<file path="config.mk">
export PLATFORM = sky130hd
export DESIGN_NAME = seg_scan_driver_flat
export DESIGN_NICKNAME = d
export VERILOG_FILES = /design/src/rtl/seg_pkg.sv /design/src/rtl/seg_scan_driver_if.sv /design/src/rtl/seg_bin2bcd.sv /design/src/rtl/seg_scan_driver.sv /design/src/flat_wrapper.sv
export SDC_FILE = /design/constraint.sdc
export NUM_CORES = 1
export LEC_CHECK = 0
export CAP_MARGIN = 30
export CORE_MARGIN = 2
export CORE_UTILIZATION = 50
export CTS_CLUSTER_DIAMETER = 200
export DETAILED_ROUTE_END_ITERATION = 10
export PLACE_DENSITY = 0.72
export SLEW_MARGIN = 25
export SYNTH_ARGS = -nofsm -noshare
export SYNTH_HDL_FRONTEND = slang
export SYNTH_SLANG_ARGS = --single-unit
</file>
<file path="constraint.sdc">
create_clock -name clk -period 2.3 [get_ports clk]
set_input_delay 0.46 -clock clk [delete_from_list [all_inputs] [get_ports clk]]
set_output_delay 0.46 -clock clk [all_outputs]
set_load 0.01 [all_outputs]
</file>
<file path="src/rtl/seg_pkg.sv">
// seg_pkg: shared definitions for the 7-segment scan driver.
//   - 7-segment encodings for BCD digits 0..9 (bit7..bit0 = a,b,c,d,e,f,g,dp)
//   - blank pattern, digit count, converter FSM state type
//   - seg_encode(): BCD digit to segment pattern
//   - bcd_adjust(): the add-3 step of double dabble over all BCD digits
`timescale 1ns/1ps
package seg_pkg;

  localparam int NUM_DIGITS = 4;

  localparam logic [7:0] SEG_BLANK = 8'h00;
  localparam logic [7:0] SEG_0 = 8'hFC;
  localparam logic [7:0] SEG_1 = 8'h60;
  localparam logic [7:0] SEG_2 = 8'hDA;
  localparam logic [7:0] SEG_3 = 8'hF2;
  localparam logic [7:0] SEG_4 = 8'h66;
  localparam logic [7:0] SEG_5 = 8'hB6;
  localparam logic [7:0] SEG_6 = 8'hBE;
  localparam logic [7:0] SEG_7 = 8'hE0;
  localparam logic [7:0] SEG_8 = 8'hFE;
  localparam logic [7:0] SEG_9 = 8'hF6;

  typedef enum logic [1:0] {
    IDLE   = 2'd0,
    SHIFT  = 2'd1,
    COMMIT = 2'd2
  } state_t;

  function automatic logic [7:0] seg_encode(input logic [3:0] digit);
    logic [7:0] pattern;
    case (digit)
      4'd0:    pattern = SEG_0;
      4'd1:    pattern = SEG_1;
      4'd2:    pattern = SEG_2;
      4'd3:    pattern = SEG_3;
      4'd4:    pattern = SEG_4;
      4'd5:    pattern = SEG_5;
      4'd6:    pattern = SEG_6;
      4'd7:    pattern = SEG_7;
      4'd8:    pattern = SEG_8;
      4'd9:    pattern = SEG_9;
      default: pattern = SEG_BLANK;
    endcase
    return pattern;
  endfunction

  // Any BCD digit >= 5 gets +3 so that the following left shift carries
  // correctly into the next decimal digit.
  function automatic logic [4*NUM_DIGITS-1:0] bcd_adjust(input logic [4*NUM_DIGITS-1:0] bcd);
    logic [4*NUM_DIGITS-1:0] result;
    logic [3:0] nib;
    result = bcd;
    for (int i = 0; i < NUM_DIGITS; i++) begin
      nib = bcd[4*i +: 4];
      result[4*i +: 4] = (nib >= 4'd5) ? nib + 4'd3 : nib;
    end
    return result;
  endfunction

endpackage

</file>
<file path="src/rtl/seg_scan_driver_if.sv">
// seg_scan_driver_if: value handshake and display outputs of the scan driver.
//   value       [W-1:0]  unsigned number to display
//   value_valid          value offered this cycle
//   value_ready          driver can accept a value this cycle
//   segment     [7:0]    active-high segments a..g,dp (bit7..bit0)
//   ctrl        [3:0]    active-low digit enables, ctrl[3-k] selects digit k
// master = value producer, slave = scan driver.
`timescale 1ns/1ps
interface seg_scan_driver_if #(
  parameter int W = 10
);
  logic [W-1:0] value;
  logic         value_valid;
  logic         value_ready;
  logic [7:0]   segment;
  logic [3:0]   ctrl;

  modport master (
    output value,
    output value_valid,
    input  value_ready,
    input  segment,
    input  ctrl
  );

  modport slave (
    input  value,
    input  value_valid,
    output value_ready,
    output segment,
    output ctrl
  );
endinterface

</file>
<file path="src/rtl/seg_bin2bcd.sv">
// seg_bin2bcd: sequential binary-to-BCD converter (double dabble).
//   clk, reset : clock, asynchronous active-high reset
//   start      : value offered; taken only while ready=1
//   bin        : binary input, W bits
//   ready      : 1 in IDLE only
//   commit     : 1 for the single COMMIT cycle; bcd is final then
//   bcd        : four BCD digits, units in bcd[3:0]
// IDLE -> SHIFT (W cycles, one bit per cycle, MSB first) -> COMMIT -> IDLE.
`timescale 1ns/1ps
module seg_bin2bcd
  import seg_pkg::*;
#(
  parameter int W = 10
) (
  input  logic                    clk,
  input  logic                    reset,
  input  logic                    start,
  input  logic [W-1:0]            bin,
  output logic                    ready,
  output logic                    commit,
  output logic [4*NUM_DIGITS-1:0] bcd
);

  localparam int BW = 4 * NUM_DIGITS;
  localparam int CW = $clog2(W);

  state_t          state_reg, state_next;
  logic [BW+W-1:0] shift_reg, shift_next;
  logic [CW-1:0]   cnt_reg;

  // Combined register: BCD digits on top, remaining binary bits below.
  always_comb begin
    shift_next = {bcd_adjust(shift_reg[BW+W-1:W]), shift_reg[W-1:0]} << 1;
  end

  always_ff @(posedge clk or posedge reset) begin
    if (reset) begin
      state_reg <= IDLE;
      shift_reg <= '0;
      cnt_reg   <= '0;
    end else begin
      state_reg <= state_next;
      if (state_reg == IDLE && start) begin
        shift_reg <= {{BW{1'b0}}, bin};
        cnt_reg   <= '0;
      end else if (state_reg == SHIFT) begin
        shift_reg <= shift_next;
        cnt_reg   <= cnt_reg + 1'b1;
      end
    end
  end

  always_comb begin
    state_next = state_reg;
    ready      = 1'b0;
    commit     = 1'b0;
    unique case (state_reg)
      IDLE: begin
        ready = 1'b1;
        if (start) state_next = SHIFT;
      end
      SHIFT: begin
        if (cnt_reg == CW'(W - 1)) state_next = COMMIT;
      end
      COMMIT: begin
        commit     = 1'b1;
        state_next = IDLE;
      end
      default: state_next = IDLE;
    endcase
  end

  assign bcd = shift_reg[BW+W-1:W];

endmodule

</file>
<file path="src/rtl/seg_scan_driver.sv">
// seg_scan_driver: accepts a binary value, converts it to 4 BCD digits and
// multiplexes them onto a 4-digit common 7-segment display.
//   clk   : clock, all state on rising edge
//   reset : asynchronous active-high reset
//   bus   : seg_scan_driver_if.slave (value/value_valid/value_ready,
//           segment, ctrl)
// Parameters: W (input width 4..13), SCAN_DIV (clk cycles per digit, >= 2).
// Build option: define SEG_LZ_BLANK_EN to blank leading zero digits
// (units digit always shown); scanning of ctrl is the same in both builds.
`timescale 1ns/1ps
module seg_scan_driver
  import seg_pkg::*;
#(
  parameter int W        = 10,
  parameter int SCAN_DIV = 2000
) (
  input  logic               clk,
  input  logic               reset,
  seg_scan_driver_if.slave   bus
);

  localparam int BW = 4 * NUM_DIGITS;
  localparam int PW = $clog2(SCAN_DIV);

  logic          conv_ready;
  logic          conv_commit;
  logic [BW-1:0] conv_bcd;

  logic [BW-1:0] disp_reg;
  logic [PW-1:0] presc_reg;
  logic [1:0]    idx_reg;
  logic [7:0]    seg_reg;
  logic [3:0]    ctrl_reg;
  logic          tick;
  logic [7:0]    enc [NUM_DIGITS];

  seg_bin2bcd #(.W(W)) u_bin2bcd (
    .clk    (clk),
    .reset  (reset),
    .start  (bus.value_valid),
    .bin    (bus.value),
    .ready  (conv_ready),
    .commit (conv_commit),
    .bcd    (conv_bcd)
  );

  assign tick = (presc_reg == PW'(SCAN_DIV - 1));

  // Per-digit segment patterns from the committed display register only,
  // so a conversion in flight is never visible.
  generate
    for (genvar gi = 0; gi < NUM_DIGITS; gi++) begin : g_enc
      if (gi == 0) begin : g_units
        assign enc[gi] = seg_encode(disp_reg[3:0]);
      end else begin : g_upper
`ifdef SEG_LZ_BLANK_EN
        // Blank when this digit and every higher digit are zero.
        assign enc[gi] = (disp_reg[BW-1:4*gi] == '0) ? SEG_BLANK
                                                     : seg_encode(disp_reg[4*gi +: 4]);
`else
        assign enc[gi] = seg_encode(disp_reg[4*gi +: 4]);
`endif
      end
    end
  endgenerate

  // idx_reg is the digit driven at the next tick; it starts at 0 so the
  // first tick lights the units digit. A tick coinciding with COMMIT still
  // reads the old disp_reg.
  always_ff @(posedge clk or posedge reset) begin
    if (reset) begin
      disp_reg  <= '0;
      presc_reg <= '0;
      idx_reg   <= 2'd0;
      seg_reg   <= SEG_BLANK;
      ctrl_reg  <= 4'b1111;
    end else begin
      if (conv_commit) disp_reg <= conv_bcd;
      if (tick) begin
        presc_reg <= '0;
        idx_reg   <= idx_reg + 2'd1;
        seg_reg   <= enc[idx_reg];
        ctrl_reg  <= ~(4'b1000 >> idx_reg);
      end else begin
        presc_reg <= presc_reg + 1'b1;
      end
    end
  end

  assign bus.value_ready = conv_ready;
  assign bus.segment     = seg_reg;
  assign bus.ctrl        = ctrl_reg;

endmodule

</file>
<file path="src/flat_wrapper.sv">
// flat-port wrapper written by rule: the top's interface ports become plain ports
module seg_scan_driver_flat import seg_pkg::*;
#(
  parameter int W        = 10,
  parameter int SCAN_DIV = 2000
)
  (clk, reset, bus_value, bus_value_valid, bus_value_ready, bus_segment, bus_ctrl);
  seg_scan_driver_if #(.W(W)) bus_i ();
  input  logic clk;
  input  logic reset;
  input wire logic [$bits(bus_i.value)-1:0] bus_value;
  input wire logic [$bits(bus_i.value_valid)-1:0] bus_value_valid;
  output wire logic [$bits(bus_i.value_ready)-1:0] bus_value_ready;
  output wire logic [$bits(bus_i.segment)-1:0] bus_segment;
  output wire logic [$bits(bus_i.ctrl)-1:0] bus_ctrl;
  assign bus_i.value = bus_value;
  assign bus_i.value_valid = bus_value_valid;
  assign bus_value_ready = bus_i.value_ready;
  assign bus_segment = bus_i.segment;
  assign bus_ctrl = bus_i.ctrl;
  seg_scan_driver #(.W(W), .SCAN_DIV(SCAN_DIV)) u_core (.clk(clk), .reset(reset), .bus(bus_i));
endmodule
</file>
==> metrics.yaml <==
run_status: "completed"
placement_rows: 33
use_met2: 0.325
clock_path_buffers: 2
fin_hold_ws_ns: 0.474
cp.buffers_inverters: 2
start_of_the_worst_register_to_register_path: "u_core.disp_reg[5]"
syn2layout_area_growth_pct: 12.1
fill_cells: 722
wirelength_um: 7960
power_density_nw_per_um2: 1090
global_route.usage.met1: 0.241
finalSetupTns_ns: 0
layout.cell_area.non_filler_sq_um: 4740
routabilityCongestion: 0.866
viasPerCell: 5.55
finalHoldViolCount: 0
timing.critical_path.arrival_ns: 2.21
design_power_total_mw: 5.16
cpPeakStageDelay_ns: 0.51
rr_worst_depth: 6
synth_top_cell_by_area: "sky130_fd_sc_hd__dfrtp_1"
setup_viol: 0
clk_latency_ns: 0.35
yosysSeqAreaShare: 0.427
async_flop_share: 1.00
timing.max_slew.rel_slack: 0.457
cts.sinks: 72
synthTopCellsByCount: "sky130_fd_sc_hd__dfrtp_1, sky130_fd_sc_hd__nand2_1, sky130_fd_sc_hd__ha_1, sky130_fd_sc_hd__o21ai_0, sky130_fd_sc_hd__inv_1"
number_of_antenna_violations_at_the_first_check_in_global_routing: 0
cts_repair_resize_count: 0
layout-drive-gt1-share: 0.115
wl_per_cell_um: 14.0
r2r_setup_slack_ns: 0.33
max-cap-violations: 0
period_needed_ns: 1.97
syn_nets: 492
maxSlewViolCount: 0
vias_in_the_first_global_route: 2991
p_leak_nw: 2.11
setup_ws_ns: 0.327
worstPathCellList: "inv_1, ha_1, inv_1, o22ai_1, mux4_2, mux2_2"
regArea_sq_um: 1810
placement.setup.worst_slack_ns: 0.329
postCtsHoldBufs: 0
synth.top_cells.by_area: "sky130_fd_sc_hd__dfrtp_1, sky130_fd_sc_hd__ha_1, sky130_fd_sc_hd__mux2_2"
num_antenna_cells: 0
number_of_detailed_route_iterations_in_the_first_pass: 4
post-route-drc-count: 0
crit_path_max_fanout: 9
postCtsSetupRepairBufs: 0
multiInputGateArea_sq_um: 2180
worst_r2r_endpoint: "u_core.bus.segment[4]"
achievable-frequency_ghz: 0.507
die_h_um: 96.0
largest_reg_flops: 26
critical_path_end_type: "flop"
fp.dieW_um: 96.0
timing.hold.worst_endpoint: "u_core.bus.ctrl[1]"
grt_use_total: 0.193
grt_overflow_total: 0
ir_worst_vdd_mv: 0.874
postSynth.topFlopCell: "sky130_fd_sc_hd__dfrtp_1"
grt.met3_usage: 0.0493
hold_path_depth: 2
hold_class: "reg2reg"
tritoncts: "done"
post-synth-top-area-fraction: 0.402
effective_utilization_at_floorplan: 0.515
timing.final.crit_share: 0.858
hpwl_um: 5680
crit_type: "reg2reg"
yosys.cell_count.top_type: "sky130_fd_sc_hd__dfrtp_1"
clock_buffers_created_by_tritoncts: 9
worst-slew-pin-transition_ns: 0.814
ctsHtreeMaxLevel: 3
clock_tree.root_cell: "sky130_fd_sc_hd__clkbuf_8"
postRouteAntennaNets: 0
rsz0062_at_grt: "false"
synthesis.area_sq_um: 4230
syn_inst: 440
dr_total_vias: 3147
placedInstanceArea_sq_um: 4550
layout.nets: 509
critical-path-top-cell-by-count: "sky130_fd_sc_hd__inv_1"
syn_avg_cell_area_sq_um: 9.62
synth_enable_flop_cells: 0
synth-warning-count: 0
worst_ep_required_time_ns: 2.53
yosys_register_bits: 72
clkSlewWorstSetupHoldPaths_ns: 0.07
floorplan.core_area_sq_um: 8220
drtIter0Drc: 83
maximum_number_of_pins_on_one_net_before_global_route_repair: 73
min_from: "u_core.bus.ctrl[1]"
wire_length_of_the_first_global_routing_pass_um: 13900
startpoint_type: "flop"
finalClockSkew_ns: 0.0108
yosys.cell_types.count: 48
timing.critical_path.slowest_stage_cell: "sky130_fd_sc_hd__dfrtp_1"
numPortBuffers: 24
boundaryPins: 26
die-area_sq_um: 9220
gr_peak_layer: "met2"
worst_path_dominant_cell_family: "multiplexers"
==> cell families (layout without fill, tap and decap cells) <==
| kind of cell | Yosys count | count (layout) | share of synthesized area |
|---|---|---|---|
| other cells | 1 | 1 | 0.000886 |
| buf+inv | 58 | 80 | 0.0573 |
| flops | 72 | 72 | 0.427 |
| mux | 18 | 18 | 0.0505 |
| compound gates | 110 | 110 | 0.172 |
| fa+ha+maj | 39 | 39 | 0.115 |
| xor+xnor | 15 | 15 | 0.0310 |
| simple gates | 127 | 127 | 0.146 |
==> cell type report <==
cell class	count	share of cell area
Multi-Input combinational cell	310	0.460
Sequential cell	72	0.381
Timing Repair Buffer	31	0.0643
Clock buffer	13	0.0356
Tap cell	105	0.0277
Inverter	33	0.0261
Clock inverter	3	0.00501
==> tightest hold or removal path, cell delays in order, from the launching register on <==
cell and delay, ns:
sky130_fd_sc_hd__dfstp_2 0.37, sky130_fd_sc_hd__nand2_1 0.06, sky130_fd_sc_hd__o21ai_2 0.05
==> cells in the final DEF, fill, tap and decap left out, types with 11 or more instances in the layout <==
master / Yosys / layout
sky130_fd_sc_hd__a21oi_1: 13 / 13
sky130_fd_sc_hd__clkbuf_8: 0 / 12
sky130_fd_sc_hd__clkdlybuf4s50_1: 0 / 24
sky130_fd_sc_hd__dfrtp_1: 68 / 68
sky130_fd_sc_hd__ha_1: 39 / 39
sky130_fd_sc_hd__inv_1: 32 / 31
sky130_fd_sc_hd__mux2_2: 17 / 17
sky130_fd_sc_hd__nand2_1: 47 / 47
sky130_fd_sc_hd__nand2b_1: 20 / 20
sky130_fd_sc_hd__nand3_1: 24 / 24
sky130_fd_sc_hd__nor2_1: 16 / 16
sky130_fd_sc_hd__o21ai_0: 35 / 35
sky130_fd_sc_hd__o221ai_1: 11 / 11
==> layer usage <==
metal / wire length [um] / part of all wire / up-vias
met5: 0 / 0 / -
met4: 121 / 0.015 / 0
met3: 312 / 0.039 / 16
met2: 3910 / 0.49 / 60
met1: 3610 / 0.45 / 1504
li1: - / - / 1567
==> how the worst max path moves through the flow <==
stage                                          end  depth (start not counted)           startpoint
detailed placement  u_core.u_bin2bcd.shift_reg[17]                          5      bus_value_valid
CTS                          u_core.bus.segment[4]                          6   u_core.disp_reg[5]
floorplan                    u_core.bus.segment[1]                          1                reset
finish                       u_core.bus.segment[4]                          6   u_core.disp_reg[5]
global route                 u_core.bus.segment[7]                          5  u_core.presc_reg[0]
global placement    u_core.u_bin2bcd.shift_reg[13]                          5      bus_value_valid
==> stage by stage <==
stage                     std cells  utilization
after floorplan                 440            -
after global placement          551        0.554
after detailed placement        551        0.554
after CTS                       567        0.577
after global routing            567        0.577
final                           567        0.577
==> power breakdown <==
| part | switching (mW) | internal [mW] | leakage (nW) | total, mW |
|---|---|---|---|---|
| logic | 1.10 | 0.978 | 1.11 | 2.08 |
| clock network | 0.482 | 0.485 | 0.0923 | 0.967 |
| registers | 0.487 | 1.63 | 0.912 | 2.12 |
(Power assumes the default switching activity.)
==> patch 1, RTL diff (config.mk and constraints unchanged) <==
Add a define of `SEG_LZ_BLANK_EN`.
--- a/src/rtl/seg_scan_driver.sv
+++ b/src/rtl/seg_scan_driver.sv
@@ -8,6 +8,8 @@
 // Build option: define SEG_LZ_BLANK_EN to blank leading zero digits
 // (units digit always shown); scanning of ctrl is the same in both builds.
 `timescale 1ns/1ps
+`define SEG_LZ_BLANK_EN
+
 module seg_scan_driver
   import seg_pkg::*;
 #(
Function: no difference found for any inputs over 10 cycles, from zero or initial values and one cycle with reset high; that may be too few to reach the edited logic, so the function may still have changed.
==> patch 1 against the unedited design <==
Power fell by 1.9%. Sequential cell count did not move. Sequential power fell by 6%. Worst setup slack got worse by 0.24 ns. Clock power fell by 4.6%. Non-clock buffer count rose by 9. Sequential share of layout area fell by 0.080 points. Synthesized area fell by 1.7%. Final area rose by 0.21%. Count of clock-buffer cells in the layout fell by 3. Highest routed layer unchanged. Wire length rose by 3.6%. Largest cell class unchanged.
==> patch 1: results (changes against the unedited design) <==
Post-DP Area=0.00456 sq mm (was 0.00455 sq mm); Initial DRT Pass Iterations=5 (was 4); post-synthesis adder-cell area fraction=10.8% (was 11.5%); measured slew at the worst slew-check pin=0.797 ns (was 0.814 ns); first-pass GRT wire length=14000 um (was 13900 um); Final GP Congestion=0.941 (was 0.866); reg-to-reg critical path startpoint=u_core.disp_reg[9]$_DFFE_PP0N_ (was u_core.disp_reg[5]$_DFFE_PP0N_); smallest hold slack=0.480 ns (was 0.474 ns); CP delay by family, top=simple AND/OR/NAND/NOR gates (was multiplexers); comb_multi_in=335 (was 310); leakage=0.00212 uW (was 0.00211 uW); ranking of synthesized cells by area=dfrtp_1 41%, ha_1 11%, o21ai_0 5.7%, nand2_1 5.1%, a21oi_1 3.0% (was dfrtp_1 40%, ha_1 12%, mux2_2 4.5%, nand2_1 4.2%, o21ai_0 4.1%); number of clock buffers in the layout=10 (was 13); Non-clk invs=25 (was 33); DP Wirelength=5960 um (was 5680 um); crit path DAT=2.45 ns (was 2.21 ns); drt wl/cell=13.9 um (was 14.0 um); Seq area share=38.0% (was 38.1%); critical path's largest stage delay=0.53 ns (was 0.51 ns); Peak supply drop=0.000724 V (was 0.000874 V); hold path endpoint=u_core.bus.ctrl[0]$_DFFE_PP1N_ (was u_core.bus.ctrl[1]$_DFFE_PP1N_); R2R Setup Slk=0.09 ns (was 0.33 ns); Seq pwr share=39.4% (was 41.1%); via count=3252 (was 3147); vias in the first global route=3053 (was 2991); Nets=532 (was 509); status=finished clean (unchanged); layout cells sized above 1=11.7% (was 11.5%); Yosys cell types=52 (was 48); post-synthesis compound-gate area fraction=16.8% (was 17.2%)
-- patch 1: metal layers --
metal | up-vias | global-route usage [%] | share of wire [%]
li1 | 1633 | - | -
met1 | 1530 | 25.6 | 48
met2 | 72 | 31.2 | 47
met3 | 17 | 3.40 | 3.2
met4 | 0 | 10.4 | 2.2
met5 | - | 0 | 0
-- patch 1: worst reg2reg max path: stages, from the launching register on --
cell     delay (ns)
dfrtp_1        0.38
inv_1          0.10
ha_2           0.19
or4b_4         0.49
or4_4          0.53
and3b_1        0.20
o22ai_1        0.16
o21ai_1        0.07
-- patch 1: per-stage QoR --
stage / std cells / power [uW] / setup WS [ns] / utilization, %
final: 593 / 5070 / 0.0897 / 58.5
after global routing: 593 / 5510 / 0.0188 / 58.5
after CTS: 593 / 5090 / 0.0852 / 58.3
after detailed placement: 577 / 4150 / 0.0832 / 56.0
after global placement: 577 / 4050 / 0.125 / 56.0
after floorplan: 457 / 3590 / 0.0217 / -
==> patch 2, RTL diff (same settings) <==
Made on the original files. Encoding of `state_t`: now one-hot (3 bits for 3 states).
--- a/src/rtl/seg_pkg.sv
+++ b/src/rtl/seg_pkg.sv
@@ -20,10 +20,10 @@
   localparam logic [7:0] SEG_8 = 8'hFE;
   localparam logic [7:0] SEG_9 = 8'hF6;
 
-  typedef enum logic [1:0] {
-    IDLE   = 2'd0,
-    SHIFT  = 2'd1,
-    COMMIT = 2'd2
+  typedef enum logic [2:0] {
+    IDLE   = 3'b001,
+    SHIFT  = 3'b010,
+    COMMIT = 3'b100
   } state_t;
 
   function automatic logic [7:0] seg_encode(input logic [3:0] digit);
Check against the original RTL: same outputs for any inputs over 10 cycles, from zero or initial values and one cycle with reset high; not proved beyond that.
==> patch 2 against the unedited design <==
Worst hold slack lost 0.0070 ns. Sequential cell count grew 1. Critical path depth shrank 4. Count of clock-buffer cells in the layout shrank 3. Wire length grew 1.4%. Register-to-register slack gained 0.06 ns. Worst setup slack lost 0.16 ns. Final area grew 2.4%. Synthesized area grew 0.92%. Critical path type is now reg -> out.
Power is not compared: it rests on default switching activity, and its combinational part moved more than twofold at a synthesized area within 25%.
==> patch 2: results (changes against the unedited design) <==
Crit-path slowest cell=dfstp_2 (was dfrtp_1); Yosys cell types=54 (was 48); Slew headroom=62.1% (was 45.7%); Nets=521 (was 509); Synthesis Warnings=0 (unchanged); met2 wire len=4110 um (was 3910 um); xor and xnor area share after synthesis=2.87% (was 3.10%); Worst Path Max Fanout=5 (was 9); register area share after synthesis=42.9% (was 42.7%); reg-to-reg endpoint=u_core.bus.segment[3]$_DFFE_PP0N_ (was u_core.bus.segment[4]$_DFFE_PP0N_); ranking of synthesized cells by area=dfrtp_1 40%, ha_1 11%, o21ai_0 4.9%, nand2_1 4.0%, a21oi_1 3.2% (was dfrtp_1 40%, ha_1 12%, mux2_2 4.5%, nand2_1 4.2%, o21ai_0 4.1%); layout cells sized above 1=11.2% (was 11.5%); Critical path destination=bus_value_ready (was u_core.bus.segment[4]$_DFFE_PP0N_); DP Wirelength=5900 um (was 5680 um); reg-to-reg critical path startpoint=u_core.presc_reg[0]$_DFF_PP0_ (was u_core.disp_reg[5]$_DFFE_PP0N_); first-pass GRT wire length=14000 um (was 13900 um); WL met1=3650 um (was 3610 um); met3 usage=4.19% (was 4.93%); Seq pwr share=48.9%; vias in the first global route=3016 (was 2991); setup repair bufs after CTS=0 (unchanged); smallest hold slack=0.467 ns (was 0.474 ns); max cap viols=0 (unchanged); CP startpoint=u_core.u_bin2bcd.state_reg[0]$_DFFE_PP1P_ (was u_core.disp_reg[5]$_DFFE_PP0N_); post-synthesis adder-cell area fraction=11.4% (was 11.5%); crit path DAT=1.67 ns (was 2.21 ns); DR vias/cell=5.45 (was 5.55); drt wl/cell=13.9 um (was 14.0 um); Total Routing Usage GR=19.2% (was 19.3%); CP delay by family, top=flip-flops (was multiplexers); Min-Delay Path Class=in -> async (was reg -> reg); leakage=roughly 0.0020 uW; mux contribution to synthesized area=6.15% (was 5.05%); met3 WL=241 um (was 312 um); largest net degree at the start of global routing=31 (was 73); post-synthesis compound-gate area fraction=16.4% (was 17.2%); Post-Syn Nets=498 (was 492); FILL cells=729 (was 722); initial DRC count=134 (was 83); clock skew=0.00836 ns (was 0.0108 ns); Comb pwr share=around 20%; critical path's largest stage delay=0.58 ns (was 0.51 ns); R2R Setup Slk=0.39 ns (was 0.33 ns); status=finished clean (unchanged); post-cts resize count=0 (unchanged); Final GP Congestion=0.847 (was 0.866); synth cell count leaders=68 x dfrtp_1, 45 x nand2_1, 42 x o21ai_0 (was 68 x dfrtp_1, 47 x nand2_1, 39 x ha_1); GRT met2 Usage=33.2% (was 32.5%); met1 GRT Util=24.4% (was 24.1%)
patch 2: cell types whose count changed in the layout (fill, tap and decap cells not counted), sizes merged, moves of 5 or more:
cell,unedited run,this run
o22ai,8,15
a21oi,13,27
a22oi,9,0
o31ai,9,3
mux2i,0,9
nor2,16,23
a32o,5,0
o211ai,6,1
nand3,24,12
nor2b,6,1
patch 2: final cells by class:
class                           instances  area, sq um  area share [%]
Multi-Input combinational cell        317         2220            45.7
Sequential cell                        73         1830            37.7
Timing Repair Buffer                   35          348            7.16
Tap cell                              105          131            2.70
Clock buffer                           10          128            2.63
Inverter                               33          128            2.63
Clock inverter                          6         68.8            1.42
patch 2: through the flow:
step	area [sq um]	setup slack, ns	power, uW	cells
5_1_grt	4860	0.0124	3340	579
3_5_place_dp	4660	0.405	2180	563
6_report	4860	0.167	3140	579
2_1_floorplan	4280	0.551	1980	446
4_1_cts	4860	0.146	3180	579
3_3_place_gp	4660	0.461	2140	563
